--- src/rtl/fwd_hazard_unit.sv ---
// Operand-forwarding select and load-use stall controller for the 5-stage pipeline.
// Define FWD_UNIT_FORWARDING_EN to enable forwarding; without it every RAW hazard stalls.
module fwd_hazard_unit #(
   parameter int REG_ADDR_W = 4,
   parameter int CNT_W      = 16
) (
   input  logic                  clk,
   input  logic                  rst,
   input  logic                  id_valid,
   input  logic [REG_ADDR_W-1:0] id_src1,
   input  logic [REG_ADDR_W-1:0] id_src2,
   input  logic                  id_use_src1,
   input  logic                  id_use_src2,
   input  logic                  id_wb_en,
   input  logic [REG_ADDR_W-1:0] id_dest,
   input  logic                  id_mem_read,
   input  logic                  flush,
   output logic                  stall,
   output logic [1:0]            ex_sel_src1,
   output logic [1:0]            ex_sel_src2,
   output logic [CNT_W-1:0]      stall_count
);

`ifdef FWD_UNIT_FORWARDING_EN
   localparam bit FWD_EN = 1'b1;
`else
   localparam bit FWD_EN = 1'b0;
`endif

   // The register file writes before it reads, so producers in WB never need tracking.
   logic                  ex_valid, ex_wb_en, ex_mem_read;
   logic [REG_ADDR_W-1:0] ex_dest;
   logic                  mem_valid, mem_wb_en;
   logic [REG_ADDR_W-1:0] mem_dest;
   logic                  m1_ex, m2_ex, m1_mem, m2_mem;
   logic                  hz, load_ex;

   always_comb begin
      m1_ex  = ex_valid  && ex_wb_en  && id_use_src1 && (id_src1 == ex_dest);
      m2_ex  = ex_valid  && ex_wb_en  && id_use_src2 && (id_src2 == ex_dest);
      m1_mem = mem_valid && mem_wb_en && id_use_src1 && (id_src1 == mem_dest);
      m2_mem = mem_valid && mem_wb_en && id_use_src2 && (id_src2 == mem_dest);
   end

   // Without forwarding, a producer still in EX or MEM must drain before the consumer issues.
   assign hz      = id_valid && ((((m1_ex || m2_ex) && (ex_mem_read || !FWD_EN)))
                                 || (!FWD_EN && (m1_mem || m2_mem)));
   assign stall   = hz && !flush;
   assign load_ex = id_valid && !hz && !flush;

   always_ff @(posedge clk or negedge rst) begin
      if (!rst) begin
         ex_valid    <= 1'b0;
         ex_wb_en    <= 1'b0;
         ex_mem_read <= 1'b0;
         ex_dest     <= '0;
         mem_valid   <= 1'b0;
         mem_wb_en   <= 1'b0;
         mem_dest    <= '0;
      end else begin
         ex_valid    <= load_ex;
         ex_wb_en    <= id_wb_en;
         ex_mem_read <= id_mem_read;
         ex_dest     <= id_dest;
         mem_valid   <= ex_valid;
         mem_wb_en   <= ex_wb_en;
         mem_dest    <= ex_dest;
      end
   end

`ifdef FWD_UNIT_FORWARDING_EN
   logic [1:0] sel1_next, sel2_next;

   // The youngest producer wins: an EX match will sit in MEM when the consumer reaches EX.
   always_comb begin
      sel1_next = 2'd0;
      sel2_next = 2'd0;
      if (load_ex) begin
         if (m1_ex)
            sel1_next = 2'd1;
         else if (m1_mem)
            sel1_next = 2'd2;
         if (m2_ex)
            sel2_next = 2'd1;
         else if (m2_mem)
            sel2_next = 2'd2;
      end
   end

   always_ff @(posedge clk or negedge rst) begin
      if (!rst) begin
         ex_sel_src1 <= 2'd0;
         ex_sel_src2 <= 2'd0;
      end else begin
         ex_sel_src1 <= sel1_next;
         ex_sel_src2 <= sel2_next;
      end
   end
`else
   assign ex_sel_src1 = 2'd0;
   assign ex_sel_src2 = 2'd0;
`endif

   always_ff @(posedge clk or negedge rst) begin
      if (!rst)
         stall_count <= '0;
      else if (stall && (stall_count != {CNT_W{1'b1}}))
         stall_count <= stall_count + CNT_W'(1);
   end

endmodule

--- config.mk ---
export PLATFORM = sky130hd
export DESIGN_NAME = fwd_hazard_unit
export DESIGN_NICKNAME = d
export VERILOG_FILES = /design/src/rtl/fwd_hazard_unit.sv
export SDC_FILE = /design/constraint.sdc
export NUM_CORES = 1
export LEC_CHECK = 0
export CORE_ASPECT_RATIO = 0.75
export CORE_MARGIN = 4
export CORE_UTILIZATION = 50
export CTS_CLUSTER_DIAMETER = 40
export DETAILED_ROUTE_END_ITERATION = 7
export GPL_ROUTABILITY_DRIVEN = 0
export PLACE_DENSITY = 0.95
export RECOVER_POWER = 25
export SYNTH_ARGS = -nofsm -noshare
export SYNTH_HDL_FRONTEND = slang
export SYNTH_SLANG_ARGS = --single-unit
--- constraint.sdc ---
create_clock -name clk -period 5.3 [get_ports clk]
set_input_delay 1.325 -clock clk [delete_from_list [all_inputs] [get_ports clk]]
set_output_delay 1.325 -clock clk [all_outputs]
set_load 0.005 [all_outputs]
=== Yosys cells after proc, flatten, opt, wreduce, memory -nomap -nowiden ===
Index checks and enable logic that the tools add are counted.

* Add/subtract/negate cells: 1
* Equality and inequality tests: 5
* Reduce and logical (&&, ||, !) cells: 20

{| class="wikitable"
|+ Operators with widths
! cell !! number
|-
| $add 16x1->16 const B || 1
|-
| $eq 4x4->1 || 4
|-
| $ne 16x16->1 const B || 1
|-
| $logic_and 1x1->1 || 15
|-
| $logic_or 1x1->1 || 3
|-
| $logic_not 1->1 || 2
|}

* Register bits after elaboration: 28
* Input bits: 20
* Output and inout bits: 21
* Logic and storage cells: 33

=== Logic depth before layout (Yosys ltp) ===
Gate-level depths: netlist of run 1.

* Word-level depth: 9
* Gate-level depth with buffers: 8
* Depth with buffers taken out: 7

=== Least setup slack after synthesis of run 1 ===
Ideal clock, no wire load.

* Path kind: input to output
* From: input port id_src1[3]
* To: output port stall
* Arrival time: 2.470 ns
* Required time: 3.975 ns
* Slack: 1.505 ns
* Stages on the path: 6
* Path buffers: 1
* Path through: xor2_1 > or4_4 > o41ai_4 > nor3_4 > buf_2 > nor2_1

* Word-level cells in the longest chain between the ends: 6
* Elaborated cells between the ends (all ways): 9
* Classes of those cells: eq/ne (2); reduce/logical (7)

{| class="wikitable"
|+ Ends and longest elaborated chain
! element !! RTL line !! RTL
|-
| start: declaration || 10 || <nowiki>input logic [REG_ADDR_W-1:0] id_src1,</nowiki>
|-
| $eq 4x4->1 (on tied branches) || 39, 41 ||
|-
| $logic_and 1x1->1 (on tied branches) || 39, 41 ||
|-
| $logic_or 1x1->1 (on tied branches) || 46, 47 ||
|-
| $logic_or 1x1->1 (*) || 47 || <nowiki>|| (!FWD_EN && (m1_mem || m2_mem)));</nowiki>
|-
| $logic_and 1x1->1 (*) || 46 || <nowiki>assign hz = id_valid && ((((m1_ex || m2_ex) && (ex_mem_read || !FWD_EN)))</nowiki>
|-
| $logic_and 1x1->1 (*) || 48 || <nowiki>assign stall = hz && !flush;</nowiki>
|-
| end: declaration || 18 || <nowiki>output logic stall,</nowiki>
|}

Every way passes the cells marked *; elsewhere a longest branch is shown, timed or not.

=== Worst setup path after layout of run 1 ===
* From: input port id_src1[0]
* To: output port stall

The elaborated chain is that of the path after synthesis.

==> results of run 1 <==
==> critical path, cell delays in order <==
cell and delay (ps):
clkdlybuf4s50_1 520, xnor2_1 150, nand4_1 110, or4_4 440
o41ai_4 90, nor3_4 170, nor2_1 120, clkdlybuf4s50_1 510
==> kinds of logic (layout without fill, tap and decap cells) <==
kind of cell / count (synthesis) / after routing
simple gates: 51 / 51
xor+xnor: 29 / 29
flops: 28 / 28
buf+inv: 6 / 39
mux: 3 / 3
compound gates: 2 / 2
fa+ha+maj: 1 / 1
other cells: 1 / 4
==> cell usage in the layout, fill, tap and decap left out, types with 2 or more instances in the layout <==
cell type and instances:
and3_1 3, and4_1 2, clkbuf_8 3, clkdlybuf4s50_1 29, conb_1 4, dfrtp_1 28
dlygate4sd3_1 6, mux2_2 2, nand2_1 2, nand2b_1 2, nand3_1 8, nand4_1 10
nor2_1 5, nor3_1 8, nor4_1 2, nor4_2 2, or4_4 2, xnor2_1 4
xor2_1 24
==> synth_stat cells, drive strengths merged <==
master,number
nor4,4
o41ai,1
nand2b,2
nor2b,1
nor2,5
and3,3
xnor2,5
clkbuf,1
nor3,10
buf,5
nand4,10
a21o,1
conb,1
nor3b,1
nand2,2
mux2,3
dfrtp,28
ha,1
xor2,24
and4,2
and2,1
nand3,8
or4,2
==> worst paths after layout <==
kind | startpoint | end | slack [ps] | cells past startpoint
setup / recovery | id_src1[0] | stall | 550 | 8
hold / removal | ex_valid | mem_valid | 430 | 0
setup reg to reg | ex_dest[0] | stall_count[4] | 3080 | 7
hold reg to reg | ex_valid | mem_valid | 430 | 0
max in group asynchronous | rst | mem_dest[1] | 2560 | 2
min in group asynchronous | rst | stall_count[11] | 1900 | 2
==> registers in the layout, summed over array words and instances, names as in the netlist <==
register	count
stall_count	16
mem_wb_en	1
ex_dest	4
ex_valid	1
mem_valid	1
mem_dest	4
ex_wb_en	1
==> area by class of cell <==
cell class                      count  area [µm²]  area share [%]
Clock buffer                        3        41.3            2.26
Timing Repair Buffer               36         354            19.4
Sequential cell                    28         701            38.4
Tap cell                           36        45.0            2.47
Multi-Input combinational cell     90         682            37.4
==> routing by layer <==
metal | part of all wire (%) | global-route usage, % | up-vias
met5 | 0 | 0 | -
met4 | 0.47 | 1.95 | 0
met3 | 5.3 | 4.85 | 2
met2 | 47 | 28.8 | 38
met1 | 47 | 23.2 | 529
li1 | - | - | 494
==> power groups by stage <==
stage,logic (mW),registers [mW],clock network (mW)
after floorplan,0.0192,0.231,0
after global placement,0.0445,0.232,0
after detailed placement,0.0465,0.233,0
after CTS,0.0468,0.229,0.113
after global routing,0.0501,0.230,0.122
final,0.0449,0.228,0.111
==> impl_metrics.env, run 1 <==
export IMPL_status="finished, final reports clean"
export IMPL_synthCells=121
export IMPL_pin_count=41
export IMPL_synth_adder_area_share_pct=0.887
export IMPL_grt_max_degree=29
export IMPL_ys_types=29
export IMPL_synthSimpleGateAreaFrac_pct=23.0
export IMPL_utilization_pct=68.5
export IMPL_layout_drive_gt1_share_pct=8.28
export IMPL_drcViolationCount=0
export IMPL_dp_cells=190
export IMPL_hold_class="reg2reg"
export IMPL_tritoncts="yes"
export IMPL_grt_pass1_vias=1063
export IMPL_p_int_mw=0.295
export IMPL_post_route_cell_area_um2=1820
export IMPL_power_mw=0.385
export IMPL_rsz0062_at_grt="no"
export IMPL_cts_resized=0
export IMPL_grt_use_total_pct=17.2
export IMPL_synthXorXnorAreaFrac_pct=18.5
export IMPL_yosys_warnings=0
export IMPL_chipWidth_um=69.3
export IMPL_fmax_ghz=0.211
export IMPL_period_minus_slack_ps=4750
export IMPL_p_switching_mw=0.0896
export IMPL_drt_pass1_iter_count=4
export IMPL_num_antenna_cells=0
export IMPL_fin_crit_sh_pct=89.6
export IMPL_num_nets_final=180
export IMPL_relSlewSlack_pct=5.23
export IMPL_holdBufCountCts=0
export IMPL_critical_path_class="in2out"
export IMPL_ys_seq_elements=28
export IMPL_clockRootBuffer="clkbuf_8"
export IMPL_worstMarginPinSlew_ps=1420
export IMPL_initial_core_util_pct=53.0
export IMPL_numCtsBuffers=3
export IMPL_area_growth_pct=29.3
export IMPL_cts_buffer_depth=2
export IMPL_portBuffers=35
export IMPL_synth_top_area_share_pct=49.7
export IMPL_vias=1063
export IMPL_ys_seq_area_share_pct=49.7
export IMPL_die_area_um2=3740
export IMPL_synth_top_cell_by_area="dfrtp_1"
export IMPL_drt_total_wl_um=2960
export IMPL_pre_cts_ws_ps=554
export IMPL_crit_required_ps=3970
export IMPL_wl_per_cell_um=15.3
export IMPL_synth_compound_area_share_pct=2.48
export IMPL_start_kind="primary input"
export IMPL_clock_sinks=28
export IMPL_setup_viol=0
export IMPL_synth_top_family_by_area="simple AND/OR/NAND/NOR gates"
export IMPL_syn_avg_cell_area_um2=11.7
export IMPL_slew_viol_final=0
export IMPL_worstPathArrival_ps=3420
export IMPL_h_tree_depth=1
export IMPL_clkLatencyLatePin_ps=270
export IMPL_final_hold_viol_count=0
export IMPL_drv_cap=0
export IMPL_pwr_share_seq_pct=59.4
export IMPL_netlist_area_um2=1410
export IMPL_ys_top_cells_by_area="dfrtp_1 (50%), xor2_1 (15%), nand4_1 (4.4%)"
export IMPL_clkPwrFrac_pct=29.0
export IMPL_fp_coreArea_um2=2660
export IMPL_dp_hpwl_um=2330
export IMPL_p_leak_nw=0.819
export IMPL_drtIter0Drc=56
export IMPL_swShare_pct=23.3
export IMPL_irDropWorstVdd_mv=0.158
export IMPL_antenna_left=0
export IMPL_postCtsSetupRepairBufs=0
export IMPL_num_fill_cells=214
export IMPL_synthMuxAreaShare_pct=2.40
export IMPL_finalNonFillerCells=193
export IMPL_antenna_found_initial=0
export IMPL_path_clk_slew_ps=90
export IMPL_combPwrFrac_pct=11.7
export IMPL_power_density_nw_per_um2=211
export IMPL_timing_final_ws_setup_ps=551
export IMPL_whs_ps=434
export IMPL_viasPerCell=5.51
export IMPL_grt_pass1_wl_um=5130
export IMPL_placed_cell_area_um2=1790
export IMPL_rows=16
export IMPL_end_kind="primary output"
export IMPL_setup_tns_ps=0
export IMPL_fp_dieH_um=54.0
export IMPL_gr_total_overflow=0
export IMPL_skew_ps=4.13
export IMPL_crit_fanout=16
No activity file was read; power rests on OpenSTA's default activity.
==> inputs of run 2 (changes only) <==
Settings changed: CORE_ASPECT_RATIO 0.75 to 1.2.
==> impl_metrics.env, run 2 (same netlist as run 1, synthesis figures left out) <==
export IMPL_path_clk_slew_ps=150
export IMPL_area_growth_pct=29.8
export IMPL_p_switching_mw=0.0926
export IMPL_clkLatencyLatePin_ps=330
export IMPL_status="finished, final reports clean"
export IMPL_rows=20
export IMPL_dp_cells=187
export IMPL_critical_path_class="in2out"
export IMPL_drtIter0Drc=32
export IMPL_antenna_left=0
export IMPL_holdBufCountCts=0
export IMPL_p_int_mw=0.321
export IMPL_power_mw=0.414
export IMPL_slew_viol_final=0
export IMPL_wl_per_cell_um=16.2
export IMPL_initial_core_util_pct=53.7
export IMPL_top_layer_used="met4"
export IMPL_final_hold_viol_count=0
export IMPL_dp_hpwl_um=2350
export IMPL_rsz0062_at_grt="no"
export IMPL_p_leak_nw=0.825
export IMPL_numCtsBuffers=3
export IMPL_antenna_found_initial=0
export IMPL_clockRootBuffer="clkbuf_4"
export IMPL_relSlewSlack_pct=2.66
export IMPL_viasPerCell=5.64
export IMPL_drv_cap=0
export IMPL_pin_count=41
export IMPL_met1Wirelength_um=1260
export IMPL_largest_register_ffs=16
export IMPL_skew_ps=5.83
export IMPL_drcViolationCount=0
export IMPL_wl_met2_um=1590
export IMPL_final_common_cell="clkdlybuf4s50_1"
export IMPL_worstPathArrival_ps=3460
export IMPL_grt_pass1_vias=1206
export IMPL_fp_coreArea_um2=2630
export IMPL_crit_fanout=16
export IMPL_reg_top3="stall_count (16), ex_dest (4), mem_dest (4)"
export IMPL_drt_pass1_iter_count=4
export IMPL_pwr_share_seq_pct=55.3
export IMPL_combPwrFrac_pct=10.8
export IMPL_setup_tns_ps=0
export IMPL_die_area_um2=3740
export IMPL_gr_total_overflow=0
export IMPL_grt_pass1_wl_um=5460
export IMPL_wl_met3_um=182
export IMPL_finalNonFillerCells=191
export IMPL_hold_class="reg2reg"
export IMPL_drt_total_wl_um=3090
export IMPL_tritoncts="yes"
export IMPL_grt_max_degree=29
export IMPL_regArea_um2=701
export IMPL_layout_drive_gt1_share_pct=8.86
export IMPL_end_kind="primary output"
export IMPL_num_antenna_cells=0
export IMPL_start_kind="primary input"
export IMPL_fp_dieH_um=66.2
export IMPL_crit_required_ps=3970
export IMPL_cts_buffer_depth=2
export IMPL_num_fill_cells=216
export IMPL_vias=1077
export IMPL_irDropWorstVdd_mv=0.166
export IMPL_final_cell_mix="clkdlybuf4s50_1 (29), dfrtp_1 (28), xor2_1 (24)"
export IMPL_swShare_pct=22.4
export IMPL_clkPwrFrac_pct=33.9
export IMPL_setup_viol=0
export IMPL_clock_sinks=28
export IMPL_chipWidth_um=56.5
export IMPL_fmax_ghz=0.209
export IMPL_period_minus_slack_ps=4790
export IMPL_power_density_nw_per_um2=226
export IMPL_multi_input_area_um2=682
export IMPL_worstMarginPinSlew_ps=1460
export IMPL_num_nets_final=180
export IMPL_whs_ps=434
export IMPL_regMostFlops="stall_count"
export IMPL_fin_crit_sh_pct=90.3
export IMPL_portBuffers=35
export IMPL_postCtsSetupRepairBufs=0
export IMPL_cts_resized=0
export IMPL_h_tree_depth=1
export IMPL_grt_use_total_pct=18.5
run 2: per-layer routing:
| layer | vias up | global-route usage, % |
|---|---|---|
| li1 | 497 | - |
| met1 | 535 | 21.4 |
| met2 | 39 | 32.9 |
| met3 | 6 | 3.91 |
| met4 | 0 | 7.42 |
| met5 | - | 0 |
run 2: through the flow:
stage	instance area (µm²)	util [%]	setup slack [ps]
after floorplan	1420	-	1500
after global placement	1780	67.8	564
after detailed placement	1780	67.8	546
after CTS	1830	69.8	517
after global routing	1830	69.7	400
final	1830	69.7	515
run 2: area by class of cell:
| type | instances | area share, % |
|---|---|---|
| Sequential cell | 28 | 38.3 |
| Multi-Input combinational cell | 90 | 37.3 |
| Timing Repair Buffer | 36 | 19.3 |
| Tap cell | 33 | 2.26 |
| Clock inverter | 1 | 1.64 |
| Clock buffer | 3 | 1.23 |
run 2: path summary, 6_finish.rpt:
| path | from | to | slack (ps) | depth (start not counted) |
|---|---|---|---|---|
| worst max-delay path | id_src1[0] | stall | 510 | 8 |
| worst min-delay path | ex_wb_en | mem_wb_en | 430 | 0 |
| worst max register to register | ex_dest[0] | stall_count[4] | 3070 | 7 |
| worst min register to register | ex_wb_en | mem_wb_en | 430 | 0 |
| max in group asynchronous | rst | stall_count[0] | 2610 | 2 |
| min in group asynchronous | rst | stall_count[11] | 1850 | 2 |
run 2: critical path: stages:
cell and delay (ps):
clkdlybuf4s50_1 520, xnor2_1 140, nand4_1 130, or4_4 440
o41ai_4 80, nor3_4 170, nor2_1 130, clkdlybuf4s50_1 520
run 2: power groups by stage:
stage	combinational (mW)	clock, mW	sequential [mW]
floorplan	0.0192	0	0.231
global placement	0.0442	0	0.232
detailed placement	0.0461	0	0.232
CTS	0.0467	0.142	0.228
global route	0.0495	0.149	0.230
finish	0.0448	0.140	0.229
==> inputs of run 3 (changes only) <==
Settings changed: ABC_CLOCK_PERIOD_IN_PS set to 6070, CAP_MARGIN set to 20.
Clock period 5.3 ns to 6.07 ns, I/O delays scaled along.
==> impl_metrics.env, run 3 (same netlist as run 1, synthesis figures left out) <==
export IMPL_pre_cts_ws_ps=895
export IMPL_final_common_cell="clkdlybuf4s50_1"
export IMPL_crit_path_start="id_src1[0]"
export IMPL_num_fill_cells=221
export IMPL_dp_hpwl_um=2320
export IMPL_postCtsSetupRepairBufs=0
export IMPL_critical_path_class="in2out"
export IMPL_cts_buffer_depth=2
export IMPL_fin_crit_sh_pct=85.6
export IMPL_area_growth_pct=28.7
export IMPL_drcViolationCount=0
export IMPL_reg_top3="stall_count (16), ex_dest (4), mem_dest (4)"
export IMPL_die_area_um2=3740
export IMPL_gr_total_overflow=0
export IMPL_multi_input_area_um2=682
export IMPL_end_kind="primary output"
export IMPL_relSlewSlack_pct=4.69
export IMPL_numCtsBuffers=3
export IMPL_largest_register_ffs=16
export IMPL_start_kind="primary input"
export IMPL_rows=20
export IMPL_clkLatencyLatePin_ps=310
export IMPL_pin_count=41
export IMPL_drt_pass1_iter_count=6
export IMPL_irDropWorstVdd_mv=0.133
export IMPL_wl_per_cell_um=15.8
export IMPL_grt_max_degree=29
export IMPL_hold_class="reg2reg"
export IMPL_grt_pass1_wl_um=5290
export IMPL_num_antenna_cells=0
export IMPL_cts_resized=0
export IMPL_antenna_found_initial=0
export IMPL_slew_viol_final=0
export IMPL_period_minus_slack_ps=5190
export IMPL_drtIter0Drc=34
export IMPL_p_leak_nw=0.818
export IMPL_regMostFlops="stall_count"
export IMPL_rsz0062_at_grt="no"
export IMPL_power_density_nw_per_um2=178
export IMPL_crit_fanout=16
export IMPL_layout_drive_gt1_share_pct=8.86
export IMPL_clock_sinks=28
export IMPL_final_cell_mix="clkdlybuf4s50_1 (29), dfrtp_1 (28), xor2_1 (24)"
export IMPL_fp_coreArea_um2=2630
export IMPL_timing_final_ws_setup_ps=876
export IMPL_path_clk_slew_ps=140
export IMPL_fmax_ghz=0.193
export IMPL_initial_core_util_pct=53.7
export IMPL_hp_start="ex_valid"
export IMPL_fp_dieH_um=66.2
export IMPL_drv_cap=0
export IMPL_holdBufCountCts=0
export IMPL_status="finished, final reports clean"
export IMPL_chipWidth_um=56.5
export IMPL_clockRootBuffer="clkbuf_4"
export IMPL_power_mw=0.323
export IMPL_num_nets_final=180
export IMPL_rr_startpoint="ex_dest[0]"
export IMPL_grt_use_total_pct=17.7
export IMPL_portBuffers=35
export IMPL_regArea_um2=701
export IMPL_final_hold_viol_count=0
export IMPL_skew_ps=7.71
export IMPL_worstPathArrival_ps=3680
export IMPL_worstMarginPinSlew_ps=1430
export IMPL_antenna_left=0
export IMPL_drt_total_wl_um=3020
export IMPL_setup_tns_ps=0
export IMPL_viasPerCell=5.64
export IMPL_crit_required_ps=4550
export IMPL_h_tree_depth=1
export IMPL_vias=1078
export IMPL_tritoncts="yes"
export IMPL_setup_viol=0
export IMPL_grt_pass1_vias=1181
[run 3: stage by stage]
step | hold slack (ps) | cell area, µm² | utilization (%) | cells
after floorplan | 373 | 1420 | - | 124
after global placement | 388 | 1780 | 67.8 | 187
after detailed placement | 398 | 1780 | 67.8 | 187
after CTS | 418 | 1820 | 69.2 | 191
after global routing | 435 | 1810 | 69.0 | 191
final | 423 | 1810 | 69.0 | 191
[run 3: layer usage]
| metal | GRT usage (%) | part of all wire (%) | up-vias | wire length, µm |
|---|---|---|---|---|
| met1 | 20.5 | 40 | 538 | 1210 |
| met2 | 33.1 | 53 | 37 | 1600 |
| met5 | 0 | 0 | - | 0 |
| met4 | 4.15 | 1.9 | 0 | 58 |
| li1 | - | - | 497 | - |
| met3 | 3.52 | 5.1 | 6 | 154 |
[run 3: where the power goes]
| group | switching [mW] | internal [mW] |
|---|---|---|
| combinational | 0.0183 | 0.0207 |
| sequential | 0.00664 | 0.193 |
| clock | 0.0481 | 0.0366 |
| total | 0.0730 | 0.250 |
[run 3: area by class of cell]
class | count | share of cell area [%]
multi-input combinational | 90 | 37.6
clock buffer | 4 | 2.00
sequential | 28 | 38.6
timing repair buffer | 36 | 19.5
tap | 33 | 2.28
[run 3: path summary, 6_finish.rpt]
path / depth (start not counted) / slack [ps] / to
setup / recovery: 8 / 880 / stall
hold / removal: 0 / 420 / mem_valid
setup reg to reg: 7 / 3810 / stall_count[4]
hold reg to reg: 0 / 420 / mem_valid
max in group asynchronous: 2 / 3190 / stall_count[10]
min in group asynchronous: 2 / 2060 / stall_count[2]
[run 3: critical path, stage by stage]
cell and delay, ps:
clkdlybuf4s50_1 530, xnor2_1 160, nand4_1 120, or4_4 440, o41ai_4 90, nor3_4 170, nor2_1 130, clkdlybuf4s50_1 510
